===== src/rtl/rgb_pkt_pkg.sv =====
// Shared types for the RGB-to-byte serializer: pixel/byte types, the
// serializer state encoding and the check-byte helper.
package rgb_pkt_pkg;

    typedef logic [23:0] rgb_t;
    typedef logic [7:0]  byte_t;

    localparam int BYTES_PER_PIXEL = 3;

    // SENDP is only reachable when the check byte is enabled.
    typedef enum logic [2:0] {
        IDLE  = 3'd0,
        SEND1 = 3'd1,
        SEND2 = 3'd2,
        SEND3 = 3'd3,
        SENDP = 3'd4,
        GAP   = 3'd5
    } state_t;

    // XOR of the three colour bytes, appended after the pixel when enabled.
    function automatic byte_t check_byte(input rgb_t p);
        return p[7:0] ^ p[15:8] ^ p[23:16];
    endfunction

endpackage


===== src/rtl/rgb_pkt_fifo.sv =====
// Count-based synchronous FIFO for incoming pixels. Push and pop may occur
// on the same edge; pushes while full and pops while empty are ignored.
// Read data is the entry at the read pointer (no fall-through from wr_data).
module rgb_pkt_fifo
    import rgb_pkt_pkg::*;
#(
    parameter int WIDTH = 24,
    parameter int DEPTH = 4
) (
    input  logic                     i_clk,
    input  logic                     i_rst,
    input  logic                     wr_en,
    input  logic [WIDTH-1:0]         wr_data,
    input  logic                     rd_en,
    output logic [WIDTH-1:0]         rd_data,
    output logic                     full,
    output logic                     empty,
    output logic [$clog2(DEPTH):0]   count
);

    localparam int AW = $clog2(DEPTH);
    localparam logic [AW:0] FULL_CNT = (AW+1)'(DEPTH);
    localparam logic [AW:0] ONE_CNT  = (AW+1)'(1);

    logic [WIDTH-1:0] mem [DEPTH];
    logic [AW-1:0]    wr_ptr;
    logic [AW-1:0]    rd_ptr;
    logic             do_push;
    logic             do_pop;

    assign full    = (count == FULL_CNT);
    assign empty   = (count == '0);
    assign do_push = wr_en && !full;
    assign do_pop  = rd_en && !empty;
    assign rd_data = mem[rd_ptr];

    // Pointer and occupancy bookkeeping; pointers wrap naturally (power-of-2 depth).
    always_ff @(posedge i_clk) begin
        if (i_rst) begin
            wr_ptr <= '0;
            rd_ptr <= '0;
            count  <= '0;
        end else begin
            if (do_push) wr_ptr <= wr_ptr + 1'b1;
            if (do_pop)  rd_ptr <= rd_ptr + 1'b1;
            case ({do_push, do_pop})
                2'b10:   count <= count + ONE_CNT;
                2'b01:   count <= count - ONE_CNT;
                default: count <= count;
            endcase
        end
    end

    // Storage array; contents are don't-care after reset since count is zero.
    always_ff @(posedge i_clk) begin
        if (do_push) mem[wr_ptr] <= wr_data;
    end

endmodule


===== src/rtl/rgb2packet.sv =====
// rgb2packet: serializes 24-bit RGB pixels into a byte stream, low byte first.
// Pixels are buffered in rgb_pkt_fifo; the FSM here emits each pixel as
// contiguous bytes on registered outputs, with an optional idle gap between
// pixels (PIXEL_GAP). Defining RGB2PACKET_PARITY_EN appends an XOR check byte
// to every pixel.
//
// Handshake: a pixel is accepted on any rising edge where i_rgb_valid and
// o_rgb_ready are both high. o_rgb_ready is derived only from the registered
// FIFO count, so it never depends combinationally on i_rgb_valid. The byte
// link has no backpressure: o_data_valid qualifies o_data_packet each cycle.
module rgb2packet
    import rgb_pkt_pkg::*;
#(
    parameter int FIFO_DEPTH = 4,
    parameter int PIXEL_GAP  = 0
) (
    input  logic        i_clk,
    input  logic        i_rst,
    input  logic [23:0] i_rgb_data,
    input  logic        i_rgb_valid,
    output logic        o_rgb_ready,
    output logic [7:0]  o_data_packet,
    output logic        o_data_valid,
    output logic        o_busy
);

    localparam logic [3:0] GAP_LOAD = 4'(PIXEL_GAP);

    logic                        fifo_full;
    logic                        fifo_empty;
    logic [$clog2(FIFO_DEPTH):0] fifo_count;
    rgb_t                        fifo_rd_data;

    state_t state;
    state_t state_nxt;
    rgb_t   shift_q;
    rgb_t   shift_nxt;
    byte_t  data_q;
    byte_t  data_nxt;
    logic   valid_q;
    logic   valid_nxt;
    logic [3:0] gap_q;
    logic [3:0] gap_nxt;
    logic   pop;
    logic   end_pixel;
    logic   try_start;

    rgb_pkt_fifo #(
        .WIDTH (24),
        .DEPTH (FIFO_DEPTH)
    ) u_fifo (
        .i_clk   (i_clk),
        .i_rst   (i_rst),
        .wr_en   (i_rgb_valid),
        .wr_data (i_rgb_data),
        .rd_en   (pop),
        .rd_data (fifo_rd_data),
        .full    (fifo_full),
        .empty   (fifo_empty),
        .count   (fifo_count)
    );

    assign o_rgb_ready   = !fifo_full;
    assign o_data_packet = data_q;
    assign o_data_valid  = valid_q;
    assign o_busy        = (fifo_count != '0) || (state != IDLE);

    // Next-state and next-output logic. try_start is shared by IDLE, an
    // expiring GAP and the end of a gapless pixel so that a queued pixel
    // starts in the same cycle; that makes the gap exactly PIXEL_GAP idle
    // cycles rather than PIXEL_GAP plus an extra IDLE cycle.
    always_comb begin
        state_nxt = state;
        shift_nxt = shift_q;
        data_nxt  = data_q;
        valid_nxt = 1'b0;
        gap_nxt   = gap_q;
        pop       = 1'b0;
        end_pixel = 1'b0;
        try_start = 1'b0;

        unique case (state)
            IDLE: begin
                try_start = 1'b1;
            end
            SEND1: begin
                data_nxt  = shift_q[15:8];
                valid_nxt = 1'b1;
                state_nxt = SEND2;
            end
            SEND2: begin
                data_nxt  = shift_q[23:16];
                valid_nxt = 1'b1;
                state_nxt = SEND3;
            end
            SEND3: begin
`ifdef RGB2PACKET_PARITY_EN
                data_nxt  = check_byte(shift_q);
                valid_nxt = 1'b1;
                state_nxt = SENDP;
`else
                end_pixel = 1'b1;
`endif
            end
            SENDP: begin
                end_pixel = 1'b1;
            end
            GAP: begin
                if (gap_q > 4'd1) begin
                    gap_nxt = gap_q - 4'd1;
                end else begin
                    gap_nxt   = 4'd0;
                    try_start = 1'b1;
                end
            end
            default: begin
                state_nxt = IDLE;
            end
        endcase

        if (end_pixel) begin
            if (PIXEL_GAP > 0) begin
                gap_nxt   = GAP_LOAD;
                state_nxt = GAP;
            end else begin
                try_start = 1'b1;
            end
        end

        if (try_start) begin
            if (!fifo_empty) begin
                pop       = 1'b1;
                shift_nxt = fifo_rd_data;
                data_nxt  = fifo_rd_data[7:0];
                valid_nxt = 1'b1;
                state_nxt = SEND1;
            end else begin
                state_nxt = IDLE;
            end
        end
    end

    // State, shift register, gap counter and registered byte outputs.
    always_ff @(posedge i_clk) begin
        if (i_rst) begin
            state   <= IDLE;
            shift_q <= '0;
            data_q  <= '0;
            valid_q <= 1'b0;
            gap_q   <= 4'd0;
        end else begin
            state   <= state_nxt;
            shift_q <= shift_nxt;
            data_q  <= data_nxt;
            valid_q <= valid_nxt;
            gap_q   <= gap_nxt;
        end
    end

endmodule


===== config.mk =====
export PLATFORM = sky130hd
export DESIGN_NAME = rgb2packet
export DESIGN_NICKNAME = d
export VERILOG_FILES = /design/src/rtl/rgb_pkt_pkg.sv /design/src/rtl/rgb_pkt_fifo.sv /design/src/rtl/rgb2packet.sv
export SDC_FILE = /design/constraint.sdc
export NUM_CORES = 1
export LEC_CHECK = 0
export BUFFER_PORTS_ARGS = -buffer_cell sky130_fd_sc_hd__buf_2
export CAP_MARGIN = 5
export CORE_UTILIZATION = 59
export CTS_CLUSTER_SIZE = 12
export DETAILED_ROUTE_END_ITERATION = 16
export GPL_ROUTABILITY_DRIVEN = 0
export PLACE_DENSITY_LB_ADDON = 0.08
export SYNTH_ARGS = -nofsm -noshare
export SYNTH_HDL_FRONTEND = slang
export SYNTH_SLANG_ARGS = --single-unit

===== constraint.sdc =====
create_clock -name i_clk -period 3.1 [get_ports i_clk]
set_clock_uncertainty 0.1 [all_clocks]
set_input_delay 0.62 -clock i_clk [delete_from_list [all_inputs] [get_ports i_clk]]
set_output_delay 0.62 -clock i_clk [all_outputs]
set_load 0.01 [all_outputs]

* Word-level counts from Yosys, hierarchy flattened
Memories as Yosys holds them, arrays and structs flattened. A register that Yosys moved wholly into a read port is not among the register bits.
Index checks and enable logic that the tools add are counted.
** Word-level totals
- Bits in registers :: 47
- Bits in latches :: 0
- Bits in writable memories :: 96
- Bits in read-only memories :: 0
- Input port bits :: 27
- Output and inout port bits :: 11
- Logic and storage cells :: 60
- Memories :: 1
** Memories
- u_fifo.mem :: depth 4, width 24, read ports 1, clocked after memory_dff 1, wr ports 1, RTL line rgb_pkt_fifo.sv:25 : logic [WIDTH-1:0] mem [DEPTH];
** Cells by class
- Add/subtract/negate cells :: 5
- Multipliers :: 0
- Div/mod/pow operators :: 0
- $lt $le $gt $ge :: 1
- Equality and inequality tests :: 9
- Shift-type cells :: 0
- Muxes and demuxes :: 21
- Bitwise logic cells :: 1
- Reduce and logical (&&, ||, !) cells :: 14
** Operator list (count)
- 8-bit two-way mux :: 2
- 8-bit one-hot mux with 2 select lines :: 1
- 1-bit two-way mux :: 11
- 3-bit == test (second input constant) :: 3
- 3-bit one-hot mux with 3 select lines :: 1
- 3-bit by 2-bit == test with 1-bit output (second input constant) :: 2
- 3-bit zero test :: 2
- 3-bit one-hot mux with 2 select lines :: 1
- 3-bit nonzero test :: 2
- 2-bit by 1-bit adder with 2-bit output (second input constant) :: 2
- 4-bit by 1-bit greater-than comparator with 1-bit output (second input constant) :: 1
- 2-bit two-way mux :: 2
- 4-bit two-way mux :: 1
- 2-bit OR reduction :: 2
- 4-bit OR reduction :: 1
- 4-bit by 1-bit subtractor with 4-bit output (second input constant) :: 1
- 3-bit by 1-bit adder with 3-bit output (second input constant) :: 1
- 3-bit by 1-bit == test with 1-bit output (second input constant) :: 1
- 3-bit two-way mux :: 1
- 3-bit by 1-bit subtractor with 3-bit output (second input constant) :: 1
- 2-bit by 1-bit == test with 1-bit output (second input constant) :: 1
- 2-bit == test (second input constant) :: 1
- 1-bit logical AND :: 2
- 1-bit zero test :: 2
- 6 further kinds :: 6

* Longest topological paths before layout
- Depth in word-level cells :: 8
- Depth in mapped cells :: 12
- Gate-level depth less buffers :: 11

* Modules after synthesis
A second synthesis with hierarchy kept.
** Second synthesis, totals
- Cell total of the unflattened synthesis :: 308
- Area total of the unflattened synthesis :: 5181.2 um^2
** By module, submodules not included
- rgb_pkt_fifo :: times used 1, cells an instance 180, area each 3978.8 um^2, sequential area each 3062.9 um^2
- rgb2packet :: times used 1, cells an instance 128, area each 1202.4 um^2, sequential area each 540.5 um^2

* Worst setup path before layout
OpenSTA, ideal clock, no wires.
- Path type :: reg2reg
- From :: register state[0]
- To :: register u_fifo.count[2]
- Data arrival time :: 2.209 ns
- Slack :: 0.721 ns
- Stages on the path, launching flop included :: 13
- Buffers on the path :: 1
- Cells stage by stage :: dfxtp_1 > inv_1 > ha_1 > buf_2 > inv_1 > nand2_4 > inv_1 > ha_1 > inv_1 > fa_1 > xor2_1 > or3_1 > a21oi_1
** Between the ends
- Longest elaborated chain between the ends :: 8
- Elaborated cells on any way between the ends :: 14
- Classes of those cells :: eq/ne (5); mux (5); reduce/logical (4)
** RTL lines
- from (decl) :: RTL line rgb2packet.sv:34 : state_t state;
- from (signal assigned) :: RTL line rgb2packet.sv:152 : state <= state_nxt;
- 3-bit == test or 3-bit by 2-bit == test with 1-bit output (tied branches) :: RTL line rgb2packet.sv:82 : unique case (state)
- 2-bit OR reduction (no line)
- 1-bit two-way mux :: RTL line rgb2packet.sv:82
- 1-bit two-way mux (*) :: RTL line rgb2packet.sv:121 : if (end_pixel) begin
- 1-bit two-way mux (*) :: RTL line rgb2packet.sv:130 : if (try_start) begin
- net pop :: RTL line rgb2packet.sv:44 : logic pop;
- 1-bit logical AND (*) :: RTL line rgb_pkt_fifo.sv:34 : assign do_pop = rd_en && !empty;
- 2-bit by 1-bit == test with 1-bit output or 2-bit == test (tied branches) :: RTL line rgb_pkt_fifo.sv:46 : case ({do_push, do_pop})
- 3-bit one-hot mux with 2 select lines or 2-bit nonzero test (tied branches)
- to (signal assigned) :: RTL line rgb_pkt_fifo.sv:47 : 2'b10: count <= count + ONE_CNT;
- to (signal assigned) :: RTL line rgb_pkt_fifo.sv:48 : 2'b01: count <= count - ONE_CNT;
- to (signal assigned) :: RTL line rgb_pkt_fifo.sv:49 : default: count <= count;
- to (decl) :: RTL line rgb_pkt_fifo.sv:18 : output logic [$clog2(DEPTH):0] count
The timed path passes the listed nets; every way through them passes the cells marked *.
A chain may end at the register's enable or synchronous reset.

* Worst setup path in the final report
Same ends and word-level chain as after synthesis.

==> results_dict.tcl <==
set metrics [dict create \
    regToRegStartpoint "state[0]" \
    num_vias 2838 \
    core_sq_um 8300 \
    portBuffers 37 \
    fin_setup_tns_ns 0 \
    drt_wl_total_mm 9.32 \
    cpMostUsedCell "inv_1" \
    area_delta_synth_final_pct 15.9 \
    clock-sinks 132 \
    gr-total-overflow 0 \
    cpMaxStageDelayCell "fa_1" \
    slew_viol_final 0 \
    clk_path_buf_depth 2 \
    pre_cts_ws_ns 0.704 \
    initial_core_util_pct 61.8 \
    worstHoldPathCells 1 \
    finalCritPeriodShare_pct 78.6 \
    max_freq_mhz 410 \
    htree_levels 4 \
    syn_inst 309 \
    r2r_setup_slack_ns 0.66 \
    cp_max_fo 9 \
    drive_above_1_share_pct 26.8 \
    wl_per_cell_microns 19.8 \
    path_buf_inv 4 \
    place_area_sq_um 5400 \
    seq_area_frac_synth_pct 70.2 \
    r2r_cells 11 \
    yosys_most_used_dff "edfxtp_1" \
    synth_nets 346 \
    die_area_sq_um 9070 \
    fin_area_sq_um 5950 \
    yosysWarnings 0 \
    grt_max_degree 37 \
    r2r-end "u_fifo.count[2]" \
    antenna_found_initial 0 \
    detail-route-antenna-nets 0 \
    relSlewSlack_pct 57.4 \
    crit_family "adder cells" \
    drc 0 \
    cpPeakStageDelay_ns 0.38 \
    worst_hold_path_type "in -> reg" \
    antenna_cells 0 \
    synth.avg_cell_area_sq_um 16.6 \
    clk_latency_ns 0.51 \
    cts_resized 0 \
    rsz0062_at_grt "false" \
    gr-usage-all-layers_pct 22.8 \
    cts_setup_buffers 0 \
    power_mw 5.63 \
    synth_edf_count 96 \
    place_inst 439 \
    grt_pass1_vias 2741 \
    synth-seq-cells 132 \
    crit_start "state[0]" \
    worst_pin_slew_ns 0.640 \
    fp.dieW_microns 95.3 \
    synth-async-reset-ratio_pct 0 \
    post_synth_instance_area_sq_um 5130 \
    ys_types 30 \
    post-route-util_pct 71.7 \
    end_kind "register" \
    cts_root_buf "clkbuf_8" \
    final_hold_viol_count 0 \
    path_cells "inv_1 -> ha_1 -> inv_1 -> nand2_4 -> inv_1 -> ha_1 -> inv_1 -> fa_1 -> xor2_1 -> or3_1 -> a21oi_1" \
    crit_arrival_ns 2.77 \
    fin_hold_ws_ns 0.214 \
    vias_per_cell 6.04 \
    crit_type "reg -> reg" \
    power.density_nw_per_um2 946 \
    path_clk_slew_ns 0.06 \
    finalNetCount 390 \
    ios 38 \
    drt_pre_antenna_iters 4 \
    startpoint_type "register" \
    rows 33 \
    crit_required_ns 3.44 \
    grt_pass1_wl_mm 14.3 \
    ir_drop_mv 0.555 \
    cts_buffers 17 \
    status "finished, final reports clean" \
    cts_tree "built" \
    hold_start "i_rgb_data[9]" \
    setup_viol 0 \
    drt_iter0_markers 144 \
    p_leak_nw 2.10 \
    die_y_microns 95.3 \
    fin_crit_ns 2.44 \
    setup_slack_ns 0.664 \
    ctsHoldBuffers 0 \
    fin_cells 470 \
    hpwl_mm 5.34 \
    fillCellCount 517 \
    hold_end "u_fifo.mem[0][9]" \
    cap_viol_max_count 0 \
]
==> cell type report <==
| class | instances | area [sq um] | share of cell area, % |
|---|---|---|---|
| Sequential cell | 132 | 3600 | 60.6 |
| Multi-Input combinational cell | 144 | 1360 | 22.8 |
| Clock buffer | 17 | 414 | 6.96 |
| Timing Repair Buffer | 48 | 268 | 4.50 |
| Clock inverter | 14 | 139 | 2.33 |
| Tap cell | 105 | 131 | 2.21 |
| Inverter | 10 | 37.5 | 0.631 |
==> registers in the layout (all words and copies together) (netlist names), named ones only <==
signal,flops
u_fifo.mem,96
shift_q,16
o_data_packet,8
u_fifo.count,3
state,2
u_fifo.rd_ptr,2
u_fifo.wr_ptr,2
o_data_valid,1
==> how the worst max path moves through the flow <==
stage,to,depth (start not counted),slack [ns]
after floorplan,u_fifo.count[2],12,0.72
after CTS,u_fifo.count[2],11,0.68
after global routing,u_fifo.count[2],11,0.54
final,u_fifo.count[2],11,0.66
after global placement,u_fifo.count[2],11,0.79
after detailed placement,u_fifo.count[2],11,0.70
==> per-layer routing <==
| layer | share of wire, % | GRT usage (%) | routed length [microns] | vias up |
|---|---|---|---|---|
| met2 | 51 | 35.9 | 4750 | 73 |
| met5 | 0 | 0 | 0 | - |
| met4 | 1.4 | 10.2 | 133 | 0 |
| li1 | - | - | - | 1311 |
| met3 | 4.3 | 6.78 | 401 | 12 |
| met1 | 43 | 29.4 | 4030 | 1442 |
==> cell usage in the layout, fill, tap and decap left out <==
master,synthesis,routed
a21o_1,2,2
a21oi_1,30,30
a22oi_1,8,8
a311oi_1,1,1
a31o_1,1,1
and3_1,4,4
buf_2,6,37
buf_4,0,11
bufinv_16,0,1
clkbuf_16,0,16
clkbuf_8,0,1
clkinv_2,0,1
clkinv_4,0,1
clkinvlp_4,0,3
dfxtp_1,36,36
edfxtp_1,96,96
fa_1,1,1
ha_1,9,9
inv_1,10,10
inv_6,0,7
inv_8,0,1
mux4_1,10,10
mux4_2,14,14
nand2_1,3,3
nand2_4,1,1
nand3_1,18,18
nor2_1,8,8
nor3_1,2,2
o21ai_0,18,18
o221a_1,4,4
o221a_2,4,4
or3_1,3,3
or3b_1,1,1
xor2_1,2,2
==> power by group <==
group          total (mW)  switching [mW]  internal (mW)
Combinational        1.47           0.863          0.609
Clock                1.84           0.763           1.08
Sequential           2.31           0.130           2.18
Total                5.63            1.76           3.87
==> cells by family (layout without fill, tap and decap cells) <==
kind of cell	after synthesis	count (layout)	share of synthesized area [%]
and+or+nand+nor	40	40	4.00
DFF	132	132	70.2
muxes	24	24	11.3
adders and majority gates	10	10	2.58
buffers and inverters	33	89	3.34
xor gates and xnor gates	2	2	0.341
AOI/OAI and AO/OA	68	68	8.24
==> Yosys cell counts, types with 3 or more instances <==
master	number	area [sq um]
nor2_1	8	30.0
and3_1	4	25.0
clkbuf_1	10	37.5
o221a_2	4	45.0
mux4_1	10	263
nand2_1	3	11.3
buf_2	6	30.0
dfxtp_1	36	721
ha_1	9	113
mux4_2	14	315
o221a_1	4	45.0
a22oi_1	8	60.1
inv_1	10	37.5
or3_1	3	18.8
buf_6	3	33.8
a21oi_1	30	150
o21ai_0	18	90.1
edfxtp_1	96	2880
nand3_1	18	90.1
No activity file was read; power rests on OpenSTA's default activity.
